===== src/rtl/serial_adder.sv =====
// serial_adder: bit-serial WIDTH-bit adder built on one full-adder cell.
// The operands are shifted through the cell LSB first, one bit per clock, and the
// carry is held in a register between cycles. A result takes WIDTH cycles after
// the operands are accepted.
//
// Ports:
//   clk        rising-edge clock
//   rst        synchronous, active-high reset
//   in_valid   a/b/cin are valid
//   in_ready   ready to accept operands (IDLE and not in reset; combinational)
//   a, b       WIDTH-bit operands
//   cin        carry-in
//   out_valid  sum/cout hold a completed result
//   out_ready  downstream accepts the result
//   sum        registered result, a+b+cin mod 2^WIDTH
//   cout       registered carry-out of the MSB
//   busy       high while the serial add is running
module serial_adder #(
    parameter int unsigned WIDTH = 8
) (
    input  logic             clk,
    input  logic             rst,
    input  logic             in_valid,
    output logic             in_ready,
    input  logic [WIDTH-1:0] a,
    input  logic [WIDTH-1:0] b,
    input  logic             cin,
    output logic             out_valid,
    input  logic             out_ready,
    output logic [WIDTH-1:0] sum,
    output logic             cout,
    output logic             busy
);

    // cnt has to hold WIDTH (its value after the last bit), so it never wraps
    localparam int unsigned   CNT_W    = $clog2(WIDTH + 1);
    localparam logic [CNT_W-1:0] LAST_BIT = CNT_W'(WIDTH - 1);

    typedef enum logic [1:0] {
        IDLE = 2'd0,
        RUN  = 2'd1,
        DONE = 2'd2
    } state_t;

    state_t state;
    state_t state_nxt;

    logic [WIDTH-1:0] a_sh;
    logic [WIDTH-1:0] b_sh;
    logic [WIDTH-1:0] acc;
    logic [WIDTH-1:0] acc_shift;
    logic             carry;
    logic [CNT_W-1:0] cnt;

    logic fa_sum;
    logic fa_carry;
    logic last_bit;

    logic accept;
    logic step;
    logic finish;
    logic release_res;

    // Single full-adder cell fed by the low bits of the shift registers
    always_comb begin
        fa_sum   = a_sh[0] ^ b_sh[0] ^ carry;
        fa_carry = (a_sh[0] & b_sh[0]) | (carry & (a_sh[0] ^ b_sh[0]));
        last_bit = (cnt == LAST_BIT);
        // New sum bit enters at the MSB; after WIDTH steps bit 0 holds the first sum bit
        acc_shift = (acc >> 1) | (WIDTH'(fa_sum) << (WIDTH - 1));
    end

    // State register
    always_ff @(posedge clk) begin
        if (rst) begin
            state <= IDLE;
        end else begin
            state <= state_nxt;
        end
    end

    // Next-state logic
    always_comb begin
        state_nxt = state;
        case (state)
            IDLE: begin
                if (in_valid) begin
                    state_nxt = RUN;
                end
            end
            RUN: begin
                if (last_bit) begin
                    state_nxt = DONE;
                end
            end
            DONE: begin
                if (out_valid && out_ready) begin
                    state_nxt = IDLE;
                end
            end
            default: state_nxt = IDLE;
        endcase
    end

    // Handshake and datapath control decode
    always_comb begin
        in_ready    = 1'b0;
        step        = 1'b0;
        finish      = 1'b0;
        release_res = 1'b0;
        case (state)
            IDLE: in_ready = !rst;
            RUN: begin
                step   = 1'b1;
                finish = last_bit;
            end
            DONE: release_res = out_valid && out_ready;
            default: ;
        endcase
        accept = in_valid && in_ready;
    end

    // Operand shift registers, carry, bit counter and partial-sum accumulator
    always_ff @(posedge clk) begin
        if (rst) begin
            a_sh  <= '0;
            b_sh  <= '0;
            acc   <= '0;
            carry <= 1'b0;
            cnt   <= '0;
        end else if (accept) begin
            a_sh  <= a;
            b_sh  <= b;
            acc   <= '0;
            carry <= cin;
            cnt   <= '0;
        end else if (step) begin
            a_sh  <= a_sh >> 1;
            b_sh  <= b_sh >> 1;
            acc   <= acc_shift;
            carry <= fa_carry;
            cnt   <= cnt + CNT_W'(1);
        end
    end

    // Visible result: updated only when the last bit completes
    always_ff @(posedge clk) begin
        if (rst) begin
            sum       <= '0;
            cout      <= 1'b0;
            out_valid <= 1'b0;
        end else if (finish) begin
            sum       <= acc_shift;
            cout      <= fa_carry;
            out_valid <= 1'b1;
        end else if (release_res) begin
            out_valid <= 1'b0;
        end
    end

    // busy mirrors RUN as a flop: set on accept, cleared with the last bit
    always_ff @(posedge clk) begin
        if (rst) begin
            busy <= 1'b0;
        end else if (accept) begin
            busy <= 1'b1;
        end else if (finish) begin
            busy <= 1'b0;
        end
    end

endmodule


===== config.mk =====
export PLATFORM = sky130hd
export DESIGN_NAME = serial_adder
export DESIGN_NICKNAME = d
export VERILOG_FILES = /design/src/rtl/serial_adder.sv
export SDC_FILE = /design/constraint.sdc
export NUM_CORES = 1
export LEC_CHECK = 0
export CORE_MARGIN = 2
export CORE_UTILIZATION = 58
export CTS_BUF_LIST = sky130_fd_sc_hd__clkbuf_8
export CTS_CLUSTER_SIZE = 40
export DETAILED_ROUTE_END_ITERATION = 10
export PLACE_DENSITY = 0.89
export SLEW_MARGIN = 20
export SYNTH_ARGS = -nofsm -noshare
export SYNTH_HDL_FRONTEND = slang
export SYNTH_SLANG_ARGS = --single-unit

===== constraint.sdc =====
create_clock -name clk -period 4.1 [get_ports clk]
set_input_delay 0.82 -clock clk [delete_from_list [all_inputs] [get_ports clk]]
set_output_delay 0.82 -clock clk [all_outputs]
set_load 0.05 [all_outputs]

**Word level (Yosys, flattened, before mapping)**

Cells that the tools add are included.

- Logic and storage cells: 50
- Flip-flop bits (word level): 42

- Reduce and logical (&&, ||, !) cells: 9
- Equality and inequality tests: 6
- Add/subtract/negate cells: 1
- Bitwise operators: 6
- Muxes and demuxes: 18

Operator list:

| operator | number |
|---|---|
| 8-bit 2-to-1 mux | 4 |
| 1-bit 2-to-1 mux | 10 |
| 7-bit by 8-bit OR with 8-bit output | 1 |
| 2-bit 2-to-1 mux | 3 |
| 2-bit != test, second input constant | 3 |
| 2-bit one-hot mux with 3 select lines | 1 |
| 2-bit nonzero test | 3 |
| 4-bit by 1-bit adder with 4-bit output, second input constant | 1 |
| 4-bit by 3-bit == test with 1-bit output, second input constant | 1 |
| 3-bit AND reduction | 1 |
| 1-bit bitwise AND | 2 |
| 2-bit by 1-bit == test with 1-bit output, second input constant | 1 |
| 2-bit == test, second input constant | 1 |
| 1-bit logical AND | 2 |
| 2-bit logical NOT | 1 |
| 2-bit OR reduction | 1 |
| 1-bit bitwise XOR | 2 |
| 1-bit logical NOT | 1 |
| 1-bit OR | 1 |

**Logic depth before layout (Yosys ltp)**

Gate-level depths: netlist of the first run.

- Depth in word-level cells: 5
- Gate-level depth with buffers: 6
- Gate-level depth less buffers: 4

**Least setup slack after synthesis of the first run**

Ideal clock, no wire load.

- Path kind: input to output
- Start point: input port rst
- End point: output port in_ready
- Arrival: 2207 ps
- Setup slack: 1073 ps
- Path buffers: 2
- Stages on the path: 3
- Cells stage by stage: clkbuf_1 buf_2 nor3_1

- Longest elaborated chain between the ends: 2

Ends and longest elaborated chain:

| element | RTL line | text |
|---|---|---|
| start, declared | 22 | `input logic rst,` |
| 1-bit logical NOT | 112 | `IDLE: in_ready = !rst;` |
| 1-bit 2-to-1 mux | 111 | `case (state)` |
| end, declared | 24 | `output logic in_ready,` |

Every way passes these cells.

**Worst setup path after layout of the first run**

Same ends and word-level chain as after synthesis.

==> summary.md, run 1 <==
| Metric | Value |
|---|---|
| Synthesis Warnings | 0 |
| Placed cells | 271 |
| IO Pins | 33 |
| Asr flop ratio synth | 0% |
| Final hold viol count | 0 |
| RePlAce Congestion | 0.761 |
| Clock latency on the worst-skew pair | 0.29 ns |
| CTS sink cnt | 41 |
| Sequential Area | 821 sq um |
| # fillers | 241 |
| Core Region | 0.00305 sq mm |
| Commonest non-fill, non-tap cell in the layout | nand2_1 |
| Sequential share of the synthesized area | 43.9% |
| Iteration-0 DRC Markers | 83 |
| CP max FO | 2 |
| Fin crit share | 64.3% |
| Cts bufs inserted | 5 |
| Port Buffer Count | 32 |
| Critical Path Slowest Stage Cell | clkdlybuf4s50_1 |
| Largest net degree at the start of global routing | 43 |
| Worst vdd ir | 0.247 mV |
| Pre-CTS WS | 1.41 ns |
| Avg Cell Area, Syn | 8.91 sq um |
| Synthesized area | 0.00187 sq mm |
| Main synth FF type | dfxtp_1 |
| Delay-heaviest family, CP | buffers and inverters |
| Startpoint types | input port |
| Synth Register Bits | 41 |
| Layout cell share with drive strength beyond 1 | 11.9% |
| Layout Skew | 0.00318 ns |
| Die Width | 60.8 um |
| Starting Density | 61.3% |
| Post-synth EDFFs | 0 |
| CTS tree | done |
| Finished Cell Area | 0.00228 sq mm |
| Area Growth Syn to Fin | 21.9% |
| Worst setup startpoint | rst |
| Max Slew Vio Count | 0 |
| # hold bufs at CTS | 0 |
| Die area | 0.00370 sq mm |
| Routed via count | 1497 |
| Fin cells | 279 |
| Worst path required time | 3.28 ns |
| Crit-path max cell delay | 0.43 ns |
| Setup TNS | 0 ns |
| Final nets | 257 |
| Status | complete, no violations |
| Dpl cell area | 0.00218 sq mm |
| Clk slew on worst S/H paths | 0.08 ns |
| Antenna viol nets, final | 0 |
| Setup CP Type | in2out |
| Routed length per instance | 13.2 um |
| CP endpoint kind | primary output |
| CTS Buffer Depth | 2 |
| Hold_sp | acc[1] |
| HP Class | reg2reg |
| Diode count | 0 |
| Rel. slew slack | 41.8% |
| Worst-path cell chain | clkdlybuf4s50_1 -> nor3_1 -> buf_12 |
| CP Buf/Inv Count | 2 |
| Least-Margin Pin Slew | 0.873 ns |
| Overall power | 812 uW |
| WL final | 3670 um |
| Die height | 60.8 um |
| First-pass GRT wire length | 5930 um |
| Global route overflow | 0 |
| Tot GR Track Use | 22.0% |
| Area of the multi-input gates | 952 sq um |
| Vias in the first global route | 1359 |
| First-pass DRT Iterations | 4 |
| Final min period | 2.64 ns |
| Buffer count from post-CTS setup fixing | 0 |
| DR vias/cell | 5.37 |
| Synth Net Count | 233 |
| Pleak | 0.000758 uW |
| Pwr/cell area | 356 mW/mm^2 |
| Peak Freq | 379 MHz |
| CTS H-tree lvls | 2 |
| Post-DP HPWL | 2350 um |
| WP data arrival | 1.82 ns |
| Initial antenna violation count | 0 |
| Clock Tree Root | clkbuf_8 |
| Final setup violating endpoints | 0 |
| R2r startpoint | state[1] |
| Syn Inst Count | 210 |
| CTS resizes | 0 |
| RSZ-0062 raised after global routing | no |
| Worst setup margin | 1.46 ns |
| Post-synthesis cell type count | 29 |
| Reported max-cap violation count | 0 |
| Remaining DRCs | 0 |
| Row cnt | 20 |
| Most frequent cells in the layout | nand2_1, dfxtp_1, clkdlybuf4s50_1 |
## tightest hold or removal path, cell delays in order, from the launching register on
cell	delay, ns
dfxtp_1	0.32
nand2_1	0.06
a21oi_1	0.06
## power breakdown
part           leakage (uW)  switching, uW  internal (uW)
combinational      0.000370           50.7           47.0
sequential         0.000334           10.9            413
clock             0.0000542            138            152
## layout make-up
| type | count | area share [%] |
|---|---|---|
| clock buffers | 7 | 4.22 |
| clock inverters | 1 | 0.219 |
| multi-input cells | 151 | 41.7 |
| flip-flops and latches | 41 | 36.0 |
| well taps | 44 | 2.41 |
| repair buffers | 35 | 15.5 |
## Yosys cell counts (3+ instances only)
library cell,number,share of area [%]
a21oi_1,13,3.5
mux2i_1,9,4.8
nor2_1,19,3.8
a311oi_2,15,12
nand2b_1,20,6.7
clkbuf_1,5,1.0
o21ai_0,3,0.80
dfxtp_1,41,44
nand2_1,51,10
buf_2,10,2.7
## path summary, 6_finish.rpt
| check | end | slack (ns) | cells after the start |
|---|---|---|---|
| worst max-delay path | in_ready | 1.46 | 3 |
| worst min-delay path | acc[1] | 0.47 | 2 |
| worst max register to register | a_sh[1] | 2.25 | 3 |
| worst min register to register | acc[1] | 0.47 | 2 |
## cells by family after synthesis
logic type / synth area share [%]
multiplexers: 4.81
XOR/XNOR: 0.936
adder cells (fa/ha/maj): 1.74
flip-flops: 43.9
buffers and inverters: 5.28
AO/OA/AOI/OAI: 17.8
AND/OR/NAND/NOR: 25.5
## sequential cells by signal, indices dropped and copies added (netlist names), 2 cells and up
name,flops
a_sh,8
sum,8
b_sh,8
state,2
cnt,4
acc,7
## stage by stage
stage	utilization [%]	hold slack (ns)
final	74.8	0.473
after global routing	74.8	0.486
after CTS	74.8	0.473
after detailed placement	71.4	0.460
after global placement	71.4	0.446
after floorplan	-	0.437
## per-layer routing
metal | routed length (um) | part of all wire, % | track usage (%) | up-vias
met5 | 0 | 0 | 0 | -
met4 | 42 | 1.1 | 9.32 | 0
met3 | 136 | 3.7 | 6.61 | 6
met2 | 1800 | 49 | 34.9 | 26
met1 | 1690 | 46 | 27.8 | 711
li1 | - | - | - | 754
(Power assumes the default switching activity.)
==> inputs of run 2 (changes only) <==
CORE_UTILIZATION = 54   (was 58)
PLACE_DENSITY = 0.84   (was 0.89)
clock period = 2.66 ns   (was 4.1 ns; I/O delays follow)
==> run 2 against run 1 <==
- global-route usage is 2.4 points lower
- first-iteration DRC count grew 34%
- largest cell class unchanged
- final area down 0.38%
- clock skew is 0.0032 ns higher
- clock-buffer cell count fell by 2
- highest routed layer unchanged
- critical path type unchanged
- worst hold slack worse by 0.0017 ns
==> summary.md, run 2 (synthesis results as in run 1) <==
| Metric | Value |
|---|---|
| CTS H-tree lvls | 2 (unchanged) |
| CP Buf/Inv Count | 2 (unchanged) |
| Diode count | 0 (unchanged) |
| Row cnt | 21 (+5.0%) |
| Remaining DRCs | 0 (unchanged) |
| Top flop regs | a_sh: 8 flops, b_sh: 8 flops, sum: 8 flops |
| Worst-path cell chain | clkdlybuf4s50_1 -> nor3_1 -> buf_12 |
| Post-DP HPWL | 2270 um (-3.5%) |
| Setup TNS | 0 ns (unchanged) |
| Final hold viol count | 0 (unchanged) |
| Vias in the first global route | 1390 (+2.3%) |
| Die height | 62.9 um (+3.4%) |
| Die area | 0.00395 sq mm (+6.9%) |
| Layout Skew | 0.00639 ns (+0.00321 ns) |
| Iteration-0 DRC Markers | 111 (+34%) |
| HP Class | reg2reg |
| Die Width | 62.9 um (+3.4%) |
| Pleak | 0.000758 uW (about the same) |
| Antenna viol nets, final | 0 (unchanged) |
| Layout cell share with drive strength beyond 1 | 11.9% (-0.050 points) |
| Reported max-cap violation count | 0 (unchanged) |
| Buffer count from post-CTS setup fixing | 0 (unchanged) |
| Rel. slew slack | 42.1% (+0.30 points) |
| Starting Density | 56.1% (-5.2 points) |
| Tot GR Track Use | 19.5% (-2.4 points) |
| Setup CP Type | in2out |
| First-pass DRT Iterations | 4 (unchanged) |
| Largest net degree at the start of global routing | 32 (-26%) |
| Peak Freq | 484 MHz |
| Sequential Area | 821 sq um (unchanged) |
| Clock latency on the worst-skew pair | 0.30 ns (about the same) |
| Worst path required time | 2.13 ns (-1.15 ns) |
| CP endpoint kind | primary output |
| Fin crit share | 77.6% |
| Commonest non-fill, non-tap cell in the layout | nand2_1 |
| Routed length per instance | 12.1 um (-7.9%) |
| Crit-path max cell delay | 0.49 ns (+0.06 ns) |
| Initial antenna violation count | 0 (unchanged) |
| CP max FO | 4 (+2) |
| Max Slew Vio Count | 0 (unchanged) |
| Critical Path Slowest Stage Cell | clkdlybuf4s50_1 |
| Least-Margin Pin Slew | 0.868 ns (-0.00447 ns) |
| Clk slew on worst S/H paths | 0.07 ns (about the same) |
| Routed via count | 1459 (-2.5%) |
| CTS tree | done |
| RePlAce Congestion | 0.746 (-2.1%) |
| DR vias/cell | 5.17 (-3.6%) |
| Final setup violating endpoints | 0 (unchanged) |
| Core Region | 0.00334 sq mm (+9.3%) |
| Area of the multi-input gates | 952 sq um (unchanged) |
| CTS Buffer Depth | 2 (unchanged) |
| IO Pins | 33 (unchanged) |
| Pre-CTS WS | 0.477 ns (-0.934 ns) |
| Global route overflow | 0 (unchanged) |
| Status | complete, no violations |
| CTS resizes | 0 (unchanged) |
| Delay-heaviest family, CP | buffers and inverters |
| Clock Tree Root | clkbuf_8 |
| First-pass GRT wire length | 6110 um (+3.0%) |
| RSZ-0062 raised after global routing | no |
| Cts bufs inserted | 5 (unchanged) |
| WP data arrival | 1.53 ns (-0.29 ns) |
| Worst setup margin | 0.595 ns (-0.869 ns) |
| Final min period | 2.06 ns |
| WL final | 3420 um (-6.9%) |
| Area Growth Syn to Fin | 21.5% |
| CTS sink cnt | 41 (unchanged) |
| # hold bufs at CTS | 0 (unchanged) |
| Startpoint types | input port |
| Worst vdd ir | 0.345 mV (+40%) |
| Port Buffer Count | 32 (unchanged) |
| Most frequent cells in the layout | nand2_1, dfxtp_1, clkdlybuf4s50_1 |
| Pwr/cell area | 524 mW/mm^2 (+47%) |
| # fillers | 273 (+13%) |
| Final nets | 258 (+0.39%) |
-- run 2: cell types whose count changed in the layout (fill, tap and decap cells not counted) --
cell	delta
clkbuf_8	-2
buf_4	+1
clkinv_2	+1
inv_1	+1
-- run 2: stage by stage --
stage               power (uW)  util [%]  hold slack, ns  cell area, sq um  std cells
finish                    1190      68.1           0.471              2270        282
global route              1250      68.1           0.498              2270        282
CTS                       1200      68.1           0.474              2270        282
detailed placement         816      65.7           0.461              2190        274
global placement           814      65.7           0.445              2190        274
floorplan                  764         -           0.437              1870        210
-- run 2: routing by layer --
layer | global-route usage [%] | vias up | routed length (um)
li1 | - | 750 | -
met1 | 25.2 | 674 | 1630
met2 | 29.9 | 27 | 1590
met3 | 6.85 | 8 | 126
met4 | 7.50 | 0 | 68
met5 | 0 | - | 0
-- run 2: worst register-to-register path, stage by stage, from the launching register on --
cell and delay [ns]:
dfxtp_1 0.52, nand2b_1 0.73, nand2_1 0.18, a311oi_2 0.30
-- run 2: final timing paths --
kind                  from  endpoint  slack, ns  cells past startpoint
setup / recovery       rst  in_ready       0.60                      3
hold / removal      acc[7]    acc[6]       0.47                      2
setup reg to reg  state[1]   a_sh[4]       0.83                      3
hold reg to reg     acc[7]    acc[6]       0.47                      2
-- run 2: area by class of cell --
cell class	count	share of cell area (%)
clock buffers	5	3.03
clock inverters	3	0.605
multi-input cells	151	41.9
flip-flops and latches	41	36.1
well taps	46	2.53
repair buffers	36	15.9
-- run 2: report_power, final --
part	total, uW	internal [uW]	switching (uW)
sequential	652	636	15.7
clock	390	178	212
combinational	150	72.9	76.7
total	1190	887	304
